--- src/rtl/ps2_keyboard_rx.sv ---
// PS/2 keyboard receiver: synchronises and filters the raw pins, frames 11-bit
// packets and folds E0/F0 prefixes into a 16-bit key event word for the CPU.
module ps2_keyboard_rx #(
   parameter int FILTER_LEN = 8,
   parameter int TIMEOUT    = 50000
) (
   input  logic        clk,
   input  logic        rst,
   input  logic        ps2_clk,
   input  logic        ps2_dat,
   output logic [15:0] ps2_data,
   output logic        key_valid,
   output logic        frame_err
);

   localparam logic [1:0] ST_IDLE   = 2'd0;
   localparam logic [1:0] ST_DATA   = 2'd1;
   localparam logic [1:0] ST_PARITY = 2'd2;
   localparam logic [1:0] ST_STOP   = 2'd3;

   localparam int FW = $clog2(FILTER_LEN + 1);
   localparam int TW = $clog2(TIMEOUT + 1);
   localparam logic [FW-1:0] FILT_LAST = FW'(FILTER_LEN - 1);
   localparam logic [TW-1:0] TO_LIMIT  = TW'(TIMEOUT);

   logic [1:0]    clk_sync_q, dat_sync_q;
   logic          filt_q, filt_d;
   logic [FW-1:0] filt_cnt_q, filt_cnt_d;
   logic          tick_q, tick_d;
   logic [1:0]    state_q, state_d;
   logic [2:0]    bitcnt_q, bitcnt_d;
   logic [7:0]    shift_q, shift_d;
   logic          par_q, par_d;
   logic [TW-1:0] to_cnt_q, to_cnt_d;
   logic [3:0]    seq_q, seq_d;
   logic          ext_q, ext_d;
   logic          brk_q, brk_d;
   logic [15:0]   data_q, data_d;
   logic          valid_q, valid_d;
   logic          err_q, err_d;
   logic          dat_s;

   assign dat_s = dat_sync_q[1];

   always_comb begin
      // NOTE: every output of this block gets a default first so no path can infer a latch.
      filt_d     = filt_q;
      filt_cnt_d = '0;
      tick_d     = 1'b0;
      state_d    = state_q;
      bitcnt_d   = bitcnt_q;
      shift_d    = shift_q;
      par_d      = par_q;
      to_cnt_d   = to_cnt_q;
      seq_d      = seq_q;
      ext_d      = ext_q;
      brk_d      = brk_q;
      data_d     = data_q;
      valid_d    = 1'b0;
      err_d      = 1'b0;

      // Filtered level flips on the FILTER_LEN-th consecutive disagreeing sample.
      if (clk_sync_q[1] != filt_q) begin
         if (filt_cnt_q == FILT_LAST) begin
            filt_d = ~filt_q;
            tick_d = filt_q;
         end else begin
            filt_cnt_d = filt_cnt_q + 1'b1;
         end
      end

      if (state_q == ST_IDLE) begin
         to_cnt_d = '0;
         if (tick_q && !dat_s) begin
            state_d  = ST_DATA;
            bitcnt_d = 3'd0;
         end
      end else if (tick_q) begin
         // A tick always wins over a coincident timeout.
         to_cnt_d = '0;
         case (state_q)
            ST_DATA: begin
               shift_d  = {dat_s, shift_q[7:1]};
               bitcnt_d = bitcnt_q + 3'd1;
               if (bitcnt_q == 3'd7) state_d = ST_PARITY;
            end
            ST_PARITY: begin
               par_d   = dat_s;
               state_d = ST_STOP;
            end
            default: begin
               state_d = ST_IDLE;
               if (dat_s && ((^shift_q) ^ par_q)) begin
                  if (shift_q == 8'hE0) begin
                     ext_d = 1'b1;
                  end else if (shift_q == 8'hF0) begin
                     brk_d = 1'b1;
                  end else begin
                     data_d  = {seq_q + 4'd1, 2'b00, ext_q, brk_q, shift_q};
                     seq_d   = seq_q + 4'd1;
                     valid_d = 1'b1;
                     ext_d   = 1'b0;
                     brk_d   = 1'b0;
                  end
               end else begin
                  err_d = 1'b1;
                  ext_d = 1'b0;
                  brk_d = 1'b0;
               end
            end
         endcase
      end else if (to_cnt_q == TO_LIMIT) begin
         state_d  = ST_IDLE;
         to_cnt_d = '0;
         err_d    = 1'b1;
         ext_d    = 1'b0;
         brk_d    = 1'b0;
      end else begin
         to_cnt_d = to_cnt_q + 1'b1;
      end
   end

   // NOTE: state registers use non-blocking assignments so every flop samples pre-edge values.
   always_ff @(posedge clk or negedge rst) begin
      if (!rst) begin
         // NOTE: idle PS/2 lines are high, so the synchronisers reset to 1 to avoid a false start edge.
         clk_sync_q <= 2'b11;
         dat_sync_q <= 2'b11;
         filt_q     <= 1'b1;
         filt_cnt_q <= '0;
         tick_q     <= 1'b0;
         state_q    <= ST_IDLE;
         bitcnt_q   <= 3'd0;
         shift_q    <= 8'h00;
         par_q      <= 1'b0;
         to_cnt_q   <= '0;
         seq_q      <= 4'd0;
         ext_q      <= 1'b0;
         brk_q      <= 1'b0;
         data_q     <= 16'h0000;
         valid_q    <= 1'b0;
         err_q      <= 1'b0;
      end else begin
         clk_sync_q <= {clk_sync_q[0], ps2_clk};
         dat_sync_q <= {dat_sync_q[0], ps2_dat};
         filt_q     <= filt_d;
         filt_cnt_q <= filt_cnt_d;
         tick_q     <= tick_d;
         state_q    <= state_d;
         bitcnt_q   <= bitcnt_d;
         shift_q    <= shift_d;
         par_q      <= par_d;
         to_cnt_q   <= to_cnt_d;
         seq_q      <= seq_d;
         ext_q      <= ext_d;
         brk_q      <= brk_d;
         data_q     <= data_d;
         valid_q    <= valid_d;
         err_q      <= err_d;
      end
   end

   assign ps2_data  = data_q;
   assign key_valid = valid_q;
   assign frame_err = err_q;

endmodule

--- config.mk ---
export PLATFORM = sky130hd
export DESIGN_NAME = ps2_keyboard_rx
export DESIGN_NICKNAME = d
export VERILOG_FILES = /design/src/rtl/ps2_keyboard_rx.sv
export SDC_FILE = /design/constraint.sdc
export NUM_CORES = 1
export LEC_CHECK = 0
export ABC_AREA = 1
export CORE_MARGIN = 5
export CORE_UTILIZATION = 48
export DETAILED_ROUTE_END_ITERATION = 7
export DONT_BUFFER_PORTS = 1
export GPL_ROUTABILITY_DRIVEN = 0
export GPL_TIMING_DRIVEN = 1
export SLEW_MARGIN = 20
export SYNTH_ARGS = -nofsm -noshare
export SYNTH_HDL_FRONTEND = slang
export SYNTH_SLANG_ARGS = --single-unit
--- constraint.sdc ---
create_clock -name clk -period 2.5 [get_ports clk]
set_input_delay 0.5 -clock clk [delete_from_list [all_inputs] [get_ports clk]]
set_output_delay 0.5 -clock clk [all_outputs]
set_load 0.02 [all_outputs]
==> results of run 1 <==
==> report_power, final <==
| part | switching (mW) | internal, mW | total (mW) | leakage [nW] |
|---|---|---|---|---|
| sequential | 0.0466 | 1.00 | 1.05 | 0.787 |
| combinational | 0.192 | 0.0975 | 0.289 | 0.743 |
| clock | 0.341 | 0.438 | 0.779 | 0.0965 |
| total | 0.579 | 1.54 | 2.12 | 1.63 |
==> metal layers <==
| layer | track usage | share of wire |
|---|---|---|
| met3 | 0.0406 | 0.039 |
| met5 | 0 | 0 |
| met2 | 0.220 | 0.42 |
| met1 | 0.227 | 0.53 |
| met4 | 0.0771 | 0.010 |
==> cells in the mapped netlist (all sizes together) (5+ instances only) <==
master	number	share of area
nand2	98	0.13
dfrtp	53	0.44
inv	49	0.061
nor2	49	0.068
o21ai	27	0.056
nand3	22	0.037
ha	15	0.062
xor2	7	0.020
a21oi	6	0.010
buf	6	0.016
nand4	6	0.012
dfstp	5	0.044
nor3	5	0.0083
==> layout make-up <==
type | count | area (sq um) | share of cell area
Clock buffer | 14 | 173 | 0.0526
Clock inverter | 2 | 10.0 | 0.00305
Inverter | 49 | 184 | 0.0560
Multi-Input combinational cell | 248 | 1320 | 0.402
Sequential cell | 58 | 1460 | 0.444
Tap cell | 75 | 93.8 | 0.0286
Timing Repair Buffer | 3 | 45.0 | 0.0137
==> through the flow <==
stage	hold WS, ns	setup slack (ns)
floorplan	0.204	0.754
global placement	0.206	0.590
detailed placement	0.206	0.538
CTS	0.0215	0.526
global route	0.0285	0.363
finish	0.0193	0.538
==> what timing repair did <==
item,4_1_cts,5_1_grt
hold endpoints to repair,53,0
endpoints found under the setup margin,0,0
hold buffers,2,0
buffers inserted,0,0
==> state kept, by name (all words and copies together) (netlist names) <==
signal and flops:
frame_err 1, par_q 1, state_q 2, seq_q 4
filt_q 1, dat_sync_q 2, key_valid 1, shift_q 8
tick_q 1, clk_sync_q 2, filt_cnt_q 4, ext_q 1
bitcnt_q 3, brk_q 1, to_cnt_q 16, ps2_data 10
==> how the worst max path moves through the flow <==
stage	start	endpoint	slack, ns	cells after the start
6_report	shift_q[4]	ps2_data[5]	0.54	9
5_1_grt	shift_q[4]	ps2_data[5]	0.36	10
4_1_cts	shift_q[4]	ps2_data[5]	0.53	9
3_5_place_dp	shift_q[4]	ps2_data[5]	0.54	9
3_3_place_gp	shift_q[0]	ps2_data[3]	0.59	12
2_1_floorplan	shift_q[4]	seq_q[2]	0.75	10
==> logic make-up (layout without fill, tap and decap cells) <==
| family | count (synthesis) | after routing |
|---|---|---|
| adder cells (fa/ha/maj) | 15 | 15 |
| flip-flops | 58 | 58 |
| other | 1 | 2 |
| buffers and inverters | 56 | 68 |
| AO/OA/AOI/OAI | 37 | 37 |
| AND/OR/NAND/NOR | 183 | 183 |
| XOR/XNOR | 11 | 11 |
==> results.ini, run 1 <==
[global_route]
grt_pass1_vias=2097
grt_usage=0.158
initial_antenna_violation_count=0
maximum_number_of_pins_on_one_net_before_global_route_repair=54
first_pass_grt_wire_length_mm=9.56
globalRouteOverflowTotal=0

[critical_path]
crit_path_max_fanout=23
crit_arrival_ns=2.17
critPathTopFamily=simple AND/OR/NAND/NOR gates
cp.buffers_inverters=1
ff2ff_path_depth=9
endpoint_kind=register
reg_to_reg_slack_setup_ns=0.54
required_ns=2.71
slowest_stage=sky130_fd_sc_hd__dfrtp_1
slowest_delay_ns=0.37
worst_setup_path_start_kind=register
reg2reg_from=shift_q[4]
criticalPathCategory=register to register
worst_r2r_endpoint=ps2_data[5]
path_cells=inv_1 -> ha_1 -> xor2_1 -> nand3_1 -> nand2_2 -> nor2_8 -> nand2_4 -> nand2_1 -> o21ai_2

[drt]
detailedRoute.firstIterationViolations=99
firstDrtPassIters=4
avgViaCountPerCell=4.90
vias=2200
detail_route.wl_per_cell_um=12.1
ant_nets=0
route.detailed.drc=0
detail_route.wirelength_mm=5.44

[yosys]
synth_async_sr_flop_share=1.00
syn-instance-count=361
largest_family_of_logic_cells_by_synthesized_area=simple AND/OR/NAND/NOR gates
synth_xor_xnor_area_share=0.0320
synth.avg_cell_area_sq_um=8.34
synth-seq-area-share=0.484
yosys.area_share.adder=0.0623
distinct_cell_type_count_after_synthesis=30
synth_edf_count=0
synthesis.area_sq_um=3010
postSynthRegisterBits=58
yosys_warnings=0
synth_flop_type=sky130_fd_sc_hd__dfrtp_1
synth-compound-area-share=0.0769
synth_simple_gate_area_share=0.265
synth_mux_area_frac=0

[cells_and_area]
nNetsFinal=388
n_antenna_cell=0
most-common-layout-cells=87 x sky130_fd_sc_hd__nand2_1, 53 x sky130_fd_sc_hd__dfrtp_1, 46 x sky130_fd_sc_hd__nor2_1
final_design_area_no_fill_sq_um=3280
post-route-util=0.545
final-instance-count-excl-fill=449
fraction_of_layout_cells_with_a_size_suffix_above_1=0.136
layout.cells.most_common=sky130_fd_sc_hd__nand2_1
fillCellCount=566
flow.area_growth_from_synthesis_pct=9.10

[die]
die_w_um=89.2
initial_core_util=0.500
die_area_sq_um=7960
num_io_pins=22
core-area_sq_um=6030
dieHeight_um=89.2
core.rowCount=28

[sta]
hold_viol_final=0
period_minus_slack_ns=1.96
worst_case_clock_skew_ns=0.00805
rsz0062_at_grt=no
fin_tns_setup_ns=0
final_max_slew_viol_count=0
fmaxAchievable_mhz=510
timing.final.setup_violations=0
final_cycle_share=0.785

[cts]
clock_path_buffers=2
clkSinkCount=58
postCtsResizedCells=0
clk_transition_reported_paths_ns=0.06
htreeDepth=3
clock_insertion_delay_worst_skew_ns=0.33
tritoncts=done
cts.root.buffer_cell=sky130_fd_sc_hd__clkbuf_8
cts_inserted_buffers=9

[hold_path]
hold_path.class=primary input to async pin

[place]
dp.final_hpwl_mm=3.92
placed_cells=431
placement.cell_area_sq_um=3060
place.port_buffers=0

[power]
fin_total_pwr_mw=2.12
worst_ir_drop_vdd_mv=0.393
power_density_nw_per_um2=644
p_leak_nw=1.63

[run_status]
run_status=completed

[job]
number_of_maximum_capacitance_violations=0

Power figures use the tool's default switching activity.
==> run 2: changes to the inputs <==
ABC_AREA = 0   (was 1)
PLACE_DENSITY = 0.65   (was unset)
clock period = 1.63 ns   (was 2.5 ns; I/O delays follow)
==> results.ini, run 2 <==
[die]
die_w_um=85.1
initial_core_util=0.491
core.rowCount=27
core-area_sq_um=5510
num_io_pins=22
dieHeight_um=85.1
die_area_sq_um=7230

[critical_path]
ff2ff_path_depth=6
worst_setup_path_start_kind=register
endpoint_kind=register
worst_r2r_endpoint=ps2_data[3]
reg2reg_from=shift_q[7]
crit_arrival_ns=2.31
criticalPathCategory=register to register
reg_to_reg_slack_setup_ns=-0.48
required_ns=1.84
crit_path_max_fanout=7

[sta]
final_max_slew_viol_count=0
timing.final.setup_violations=19
setup_ws_ns=-0.476
rsz0062_at_grt=yes
period_minus_slack_ns=2.11
fmaxAchievable_mhz=475
worst_case_clock_skew_ns=0.00904
final_cycle_share=1.29
hold_viol_final=58
finalHoldWorstSlack_ns=-0.309

[cells_and_area]
layout.cells.most_common=sky130_fd_sc_hd__dfrtp_1
fraction_of_layout_cells_with_a_size_suffix_above_1=0.369
final_design_area_no_fill_sq_um=3470
final-instance-count-excl-fill=365
layout.area.seq_sq_um=1460
n_antenna_cell=0
multiInputGateArea_sq_um=1310
largest_register_ffs=16
fillCellCount=437
most-common-layout-cells=53 x sky130_fd_sc_hd__dfrtp_1, 46 x sky130_fd_sc_hd__buf_4, 26 x sky130_fd_sc_hd__nor2_1
post-route-util=0.631
flow.area_growth_from_synthesis_pct=28.5
nNetsFinal=307
largest_register=to_cnt_q

[power]
p_seq_frac=0.555
internal_power_mw=2.14
power_density_nw_per_um2=796
comb_power_share=0.038
switchingPower_mw=0.620
power_switching_share=0.224
p_leak_nw=1.66
p_clk_frac=0.407
worst_ir_drop_vdd_mv=0.512

[yosys]
most_frequent_cell_after_synthesis=sky130_fd_sc_hd__dfrtp_1
synth.avg_cell_area_sq_um=11.8
synth_flop_type=sky130_fd_sc_hd__dfrtp_1
synth_mux_area_frac=0.0750
synth_async_sr_flop_share=1.00
synth_top_area_frac=0.491
largest_family_of_logic_cells_by_synthesized_area=simple AND/OR/NAND/NOR gates
synth_xor_xnor_area_share=0.0819
synth_edf_count=0
postSynthRegisterBits=58
synth-compound-area-share=0.0361
yosys_warnings=0
synth-seq-area-share=0.539
distinct_cell_type_count_after_synthesis=34
syn-instance-count=230
synth_top_cell_by_area=sky130_fd_sc_hd__dfrtp_1
post_synth_most_frequent_cells=53 x sky130_fd_sc_hd__dfrtp_1, 26 x sky130_fd_sc_hd__nor2_1, 18 x sky130_fd_sc_hd__mux2_2
synth_simple_gate_area_share=0.169
yosys.area_share.adder=0.0694
synth_area_leaders=sky130_fd_sc_hd__dfrtp_1 49%, sky130_fd_sc_hd__mux2_2 7.5%, sky130_fd_sc_hd__ha_1 6.9%
synthesis.area_sq_um=2700

[drt]
ant_nets=0
avgViaCountPerCell=4.98
detail_route.wl_per_cell_um=13.8
detailedRoute.firstIterationViolations=96
detail_route.wirelength_mm=5.03
vias=1818
firstDrtPassIters=5
route.detailed.drc=0

[cts]
clk_transition_reported_paths_ns=0.07
cts_inserted_buffers=9
cts_hold_buf=2
htreeDepth=3
clock_path_buffers=2
clock_insertion_delay_worst_skew_ns=0.33
tritoncts=done
cts.root.buffer_cell=sky130_fd_sc_hd__clkbuf_8
clkSinkCount=58

[global_route]
first_pass_grt_wire_length_mm=8.63
maximum_number_of_pins_on_one_net_before_global_route_repair=59
initial_antenna_violation_count=0
grt_pass1_vias=1786
globalRouteOverflowTotal=0
grt_usage=0.154

[place]
placed_cells=341
place.port_buffers=0
dp_worst_setup_slack_ns=-0.481
placement.cell_area_sq_um=3090
dp.final_hpwl_mm=3.31

[job]
number_of_maximum_capacitance_violations=0

[run_status]
run_status=finished with violations
failed_checks=negative hold slack, negative setup slack

[hold_path]
hold_path.class=primary input to async pin

==> run 2: changes by cell type in the layout (fill, tap and decap cells not counted), moves of 5 or more <==
cell	previous run	this run
sky130_fd_sc_hd__mux2_2	0	7
sky130_fd_sc_hd__buf_4	1	46
sky130_fd_sc_hd__xnor2_1	4	9
sky130_fd_sc_hd__nand2_2	10	1
sky130_fd_sc_hd__mux2_4	0	11
sky130_fd_sc_hd__o21ai_0	16	8
sky130_fd_sc_hd__nor2_1	46	26
sky130_fd_sc_hd__and3_1	0	5
sky130_fd_sc_hd__o21ai_2	9	1
sky130_fd_sc_hd__inv_1	43	8
sky130_fd_sc_hd__nand2_1	87	11
sky130_fd_sc_hd__nand3_1	22	9
==> run 2: what timing repair did <==
action                     CTS  global route
hold endpoints to repair    60            58
resized for setup           23            14
pin swaps                    9             8
setup buffers                4             2
setup endpoints to repair   21            32
==> run 2: metrics by stage <==
step	TNS, ns	total power, mW
after global routing	-9.02	2.90
after detailed placement	-7.55	1.66
after floorplan	-6.72	1.64
after CTS	-7.49	2.79
after global placement	-6.95	1.65
final	-7.58	2.76
==> run 2: layout make-up <==
type                       instances  share of cell area
sequential                        58               0.420
multi-input combinational        157               0.378
timing repair buffer              52               0.118
clock buffer                      13              0.0429
tap                               72              0.0259
inverter                          10              0.0108
clock inverter                     3             0.00504
==> run 2: worst max-delay path by stage <==
stage,end,start
finish,ps2_data[3],shift_q[7]
global route,seq_q[2],shift_q[7]
CTS,ps2_data[3],shift_q[6]
detailed placement,ps2_data[3],shift_q[4]
global placement,ps2_data[8],shift_q[4]
floorplan,ps2_data[0],shift_q[4]
==> run 2: worst max-delay path: stages (launching register included) <==
cell	delay (ns)
sky130_fd_sc_hd__dfrtp_1	0.38
sky130_fd_sc_hd__ha_1	0.28
sky130_fd_sc_hd__xnor3_1	0.42
sky130_fd_sc_hd__xnor2_2	0.19
sky130_fd_sc_hd__nor3_4	0.24
sky130_fd_sc_hd__buf_6	0.19
sky130_fd_sc_hd__mux2_4	0.30
==> run 2: kinds of logic (layout without fill, tap and decap cells) <==
kind of cell | Yosys count | count (layout)
compound gates | 17 | 17
xor+xnor | 22 | 22
fa+ha+maj | 15 | 15
buf+inv | 16 | 78
flops | 58 | 58
mux | 18 | 18
other cells | 1 | 2
simple gates | 83 | 83
==> run 2: power groups by stage <==
stage | Combinational, mW | Sequential (mW) | Clock (mW)
floorplan | 0.0870 | 1.55 | 0
global placement | 0.0989 | 1.55 | 0
detailed placement | 0.102 | 1.56 | 0
CTS | 0.106 | 1.53 | 1.16
global route | 0.123 | 1.54 | 1.24
finish | 0.106 | 1.53 | 1.12
==> run 2: metal layers <==
metal	wire length, um	global-route usage	vias to the layer above
li1	-	-	898
met1	2470	0.210	888
met2	2300	0.226	26
met3	197	0.0437	6
met4	70	0.0734	0
met5	0	0	-
==> run 3: changes to the inputs <==
ABC_AREA = 1   (was 0)
==> results.ini, run 3 (same netlist as run 1, synthesis figures left out) <==
[sta]
fmaxAchievable_mhz=591
setup_ws_ns=-0.0618
hold_viol_final=58
period_minus_slack_ns=1.69
timing.final.setup_violations=15
worst_case_clock_skew_ns=0.00993
rsz0062_at_grt=yes
final_cycle_share=1.04
finalHoldWorstSlack_ns=-0.325
final_max_slew_viol_count=0

[critical_path]
worst_r2r_endpoint=seq_q[0]
cp.buffers_inverters=2
crit_path_start=shift_q[6]
critPathTopFamily=simple AND/OR/NAND/NOR gates
reg2reg_from=shift_q[6]
worst_setup_path_start_kind=register
critPathCapture=seq_q[0]
crit_arrival_ns=1.91
path_cells=ha_4 -> inv_2 -> nand2_2 -> nand3_2 -> nand3_2 -> nand2_4 -> nor2_8 -> buf_6 -> nand2_8 -> xnor2_1
criticalPathCategory=register to register
slowest_stage=sky130_fd_sc_hd__dfrtp_1
levels_on_crit_path=10
crit_path_max_fanout=6
slowest_delay_ns=0.41
reg_to_reg_slack_setup_ns=-0.06
endpoint_kind=register
worst_path_most_repeated_cell=sky130_fd_sc_hd__nand3_2
required_ns=1.85
ff2ff_path_depth=10

[cells_and_area]
most-common-layout-cells=75 x sky130_fd_sc_hd__nand2_1, 53 x sky130_fd_sc_hd__dfrtp_1, 41 x sky130_fd_sc_hd__nor2_1
largest_register=to_cnt_q
nNetsFinal=424
n_antenna_cell=0
post-route-util=0.632
layout.cells.most_common=sky130_fd_sc_hd__nand2_1
largest_register_ffs=16
fillCellCount=485
final_design_area_no_fill_sq_um=3810
flow.area_growth_from_synthesis_pct=26.6
fraction_of_layout_cells_with_a_size_suffix_above_1=0.293

[drt]
firstDrtPassIters=4
detail_route.wl_per_cell_um=12.5
detail_route.wirelength_mm=6.08
ant_nets=0
route.detailed.drc=0
avgViaCountPerCell=4.92
detailedRoute.firstIterationViolations=82
vias=2387

[hold_path]
hold_path.class=primary input to async pin

[cts]
cts_hold_buf=2
htreeDepth=3
clk_transition_reported_paths_ns=0.07
cts.root.buffer_cell=sky130_fd_sc_hd__clkbuf_8
clkSinkCount=58
cts_inserted_buffers=9
clock_path_buffers=2
clock_insertion_delay_worst_skew_ns=0.34
tritoncts=done

[run_status]
failed_checks=negative hold slack, negative setup slack
run_status=finished with violations

[die]
die_w_um=89.2
core.rowCount=28
num_io_pins=22
die_area_sq_um=7960
dieHeight_um=89.2
core-area_sq_um=6030
initial_core_util=0.500

[power]
worst_ir_drop_vdd_mv=0.516
switchingPower_mw=0.915
comb_power_share=0.172
internal_power_mw=2.43
fin_total_pwr_mw=3.35
p_leak_nw=1.84
power_switching_share=0.273
p_seq_frac=0.477
power_density_nw_per_um2=879
p_clk_frac=0.351

[global_route]
grt_usage=0.173
initial_antenna_violation_count=0
globalRouteOverflowTotal=0
first_pass_grt_wire_length_mm=10.5
grt_pass1_vias=2396
maximum_number_of_pins_on_one_net_before_global_route_repair=59

[place]
dp.final_hpwl_mm=4.01
place.port_buffers=0
placement.cell_area_sq_um=3320

[job]
number_of_maximum_capacitance_violations=0

## run 3: cell count changes in the layout (fill, tap and decap cells not counted), moves of 10 or more
cell,before,now
sky130_fd_sc_hd__buf_4,46,31
sky130_fd_sc_hd__nor2_1,26,41
sky130_fd_sc_hd__nand3_1,9,19
sky130_fd_sc_hd__mux2_4,11,0
sky130_fd_sc_hd__nand2_2,1,14
sky130_fd_sc_hd__nand2_1,11,75
sky130_fd_sc_hd__inv_1,8,37
## run 3: repair_timing
| item | 4_1_cts | 5_1_grt |
|---|---|---|
| setup endpoints to repair | 16 | 34 |
| cloned | 2 | 1 |
| pin swaps | 2 | 4 |
| buffers inserted | 7 | 1 |
| endpoints found under the hold margin | 60 | 58 |
| gates resized for setup | 8 | 35 |
## run 3: routing by layer
metal	up-vias	part of all wire	GRT usage	wire [um]
met3	11	0.047	0.0507	287
met2	36	0.46	0.281	2820
met5	-	0	0	0
met4	0	0.021	0.0731	125
li1	1225	-	-	-
met1	1115	0.47	0.216	2850
## run 3: how the worst min path moves through the flow
stage / startpoint / end / slack (ns) / depth (start not counted)
after CTS: rst / to_cnt_q[6] / -0.34 / 0
after global routing: rst / to_cnt_q[6] / -0.34 / 0
after floorplan: rst / bitcnt_q[0] / 0.03 / 0
after global placement: rst / to_cnt_q[6] / 0.03 / 0
final: rst / to_cnt_q[8] / -0.32 / 0
after detailed placement: rst / to_cnt_q[6] / 0.03 / 0
## run 3: through the flow
step / instances / TNS [ns] / worst slack [ns] / hold WS, ns
global placement: 456 / -0.548 / -0.0573 / 0.0321
CTS: 483 / -0.188 / -0.0227 / -0.336
detailed placement: 456 / -1.10 / -0.0968 / 0.0321
global route: 485 / -2.93 / -0.165 / -0.344
finish: 485 / -0.629 / -0.0618 / -0.325
floorplan: 362 / -0.201 / -0.0265 / 0.0304
## run 3: power by group through the flow
| stage | logic (mW) | clock network, mW | registers [mW] |
|---|---|---|---|
| final | 0.576 | 1.17 | 1.60 |
| after CTS | 0.522 | 1.21 | 1.60 |
| after global placement | 0.499 | 0 | 1.62 |
| after floorplan | 0.325 | 0 | 1.62 |
| after detailed placement | 0.505 | 0 | 1.62 |
| after global routing | 0.663 | 1.28 | 1.61 |
## run 3: area by class of cell
type,count,area [sq um],area share
Multi-Input combinational cell,251,1590,0.418
Sequential cell,58,1460,0.382
Timing Repair Buffer,36,304,0.0798
Inverter,49,189,0.0496
Clock buffer,13,159,0.0417
Tap cell,75,93.8,0.0246
Clock inverter,3,15.0,0.00394
## run 3: worst register-to-register path: stages, from the launching register on
cell,delay (ns)
sky130_fd_sc_hd__dfrtp_1,0.41
sky130_fd_sc_hd__ha_4,0.30
sky130_fd_sc_hd__inv_2,0.04
sky130_fd_sc_hd__nand2_2,0.07
sky130_fd_sc_hd__nand3_2,0.09
sky130_fd_sc_hd__nand3_2,0.11
sky130_fd_sc_hd__nand2_4,0.07
sky130_fd_sc_hd__nor2_8,0.14
sky130_fd_sc_hd__buf_6,0.13
sky130_fd_sc_hd__nand2_8,0.08
sky130_fd_sc_hd__xnor2_1,0.13
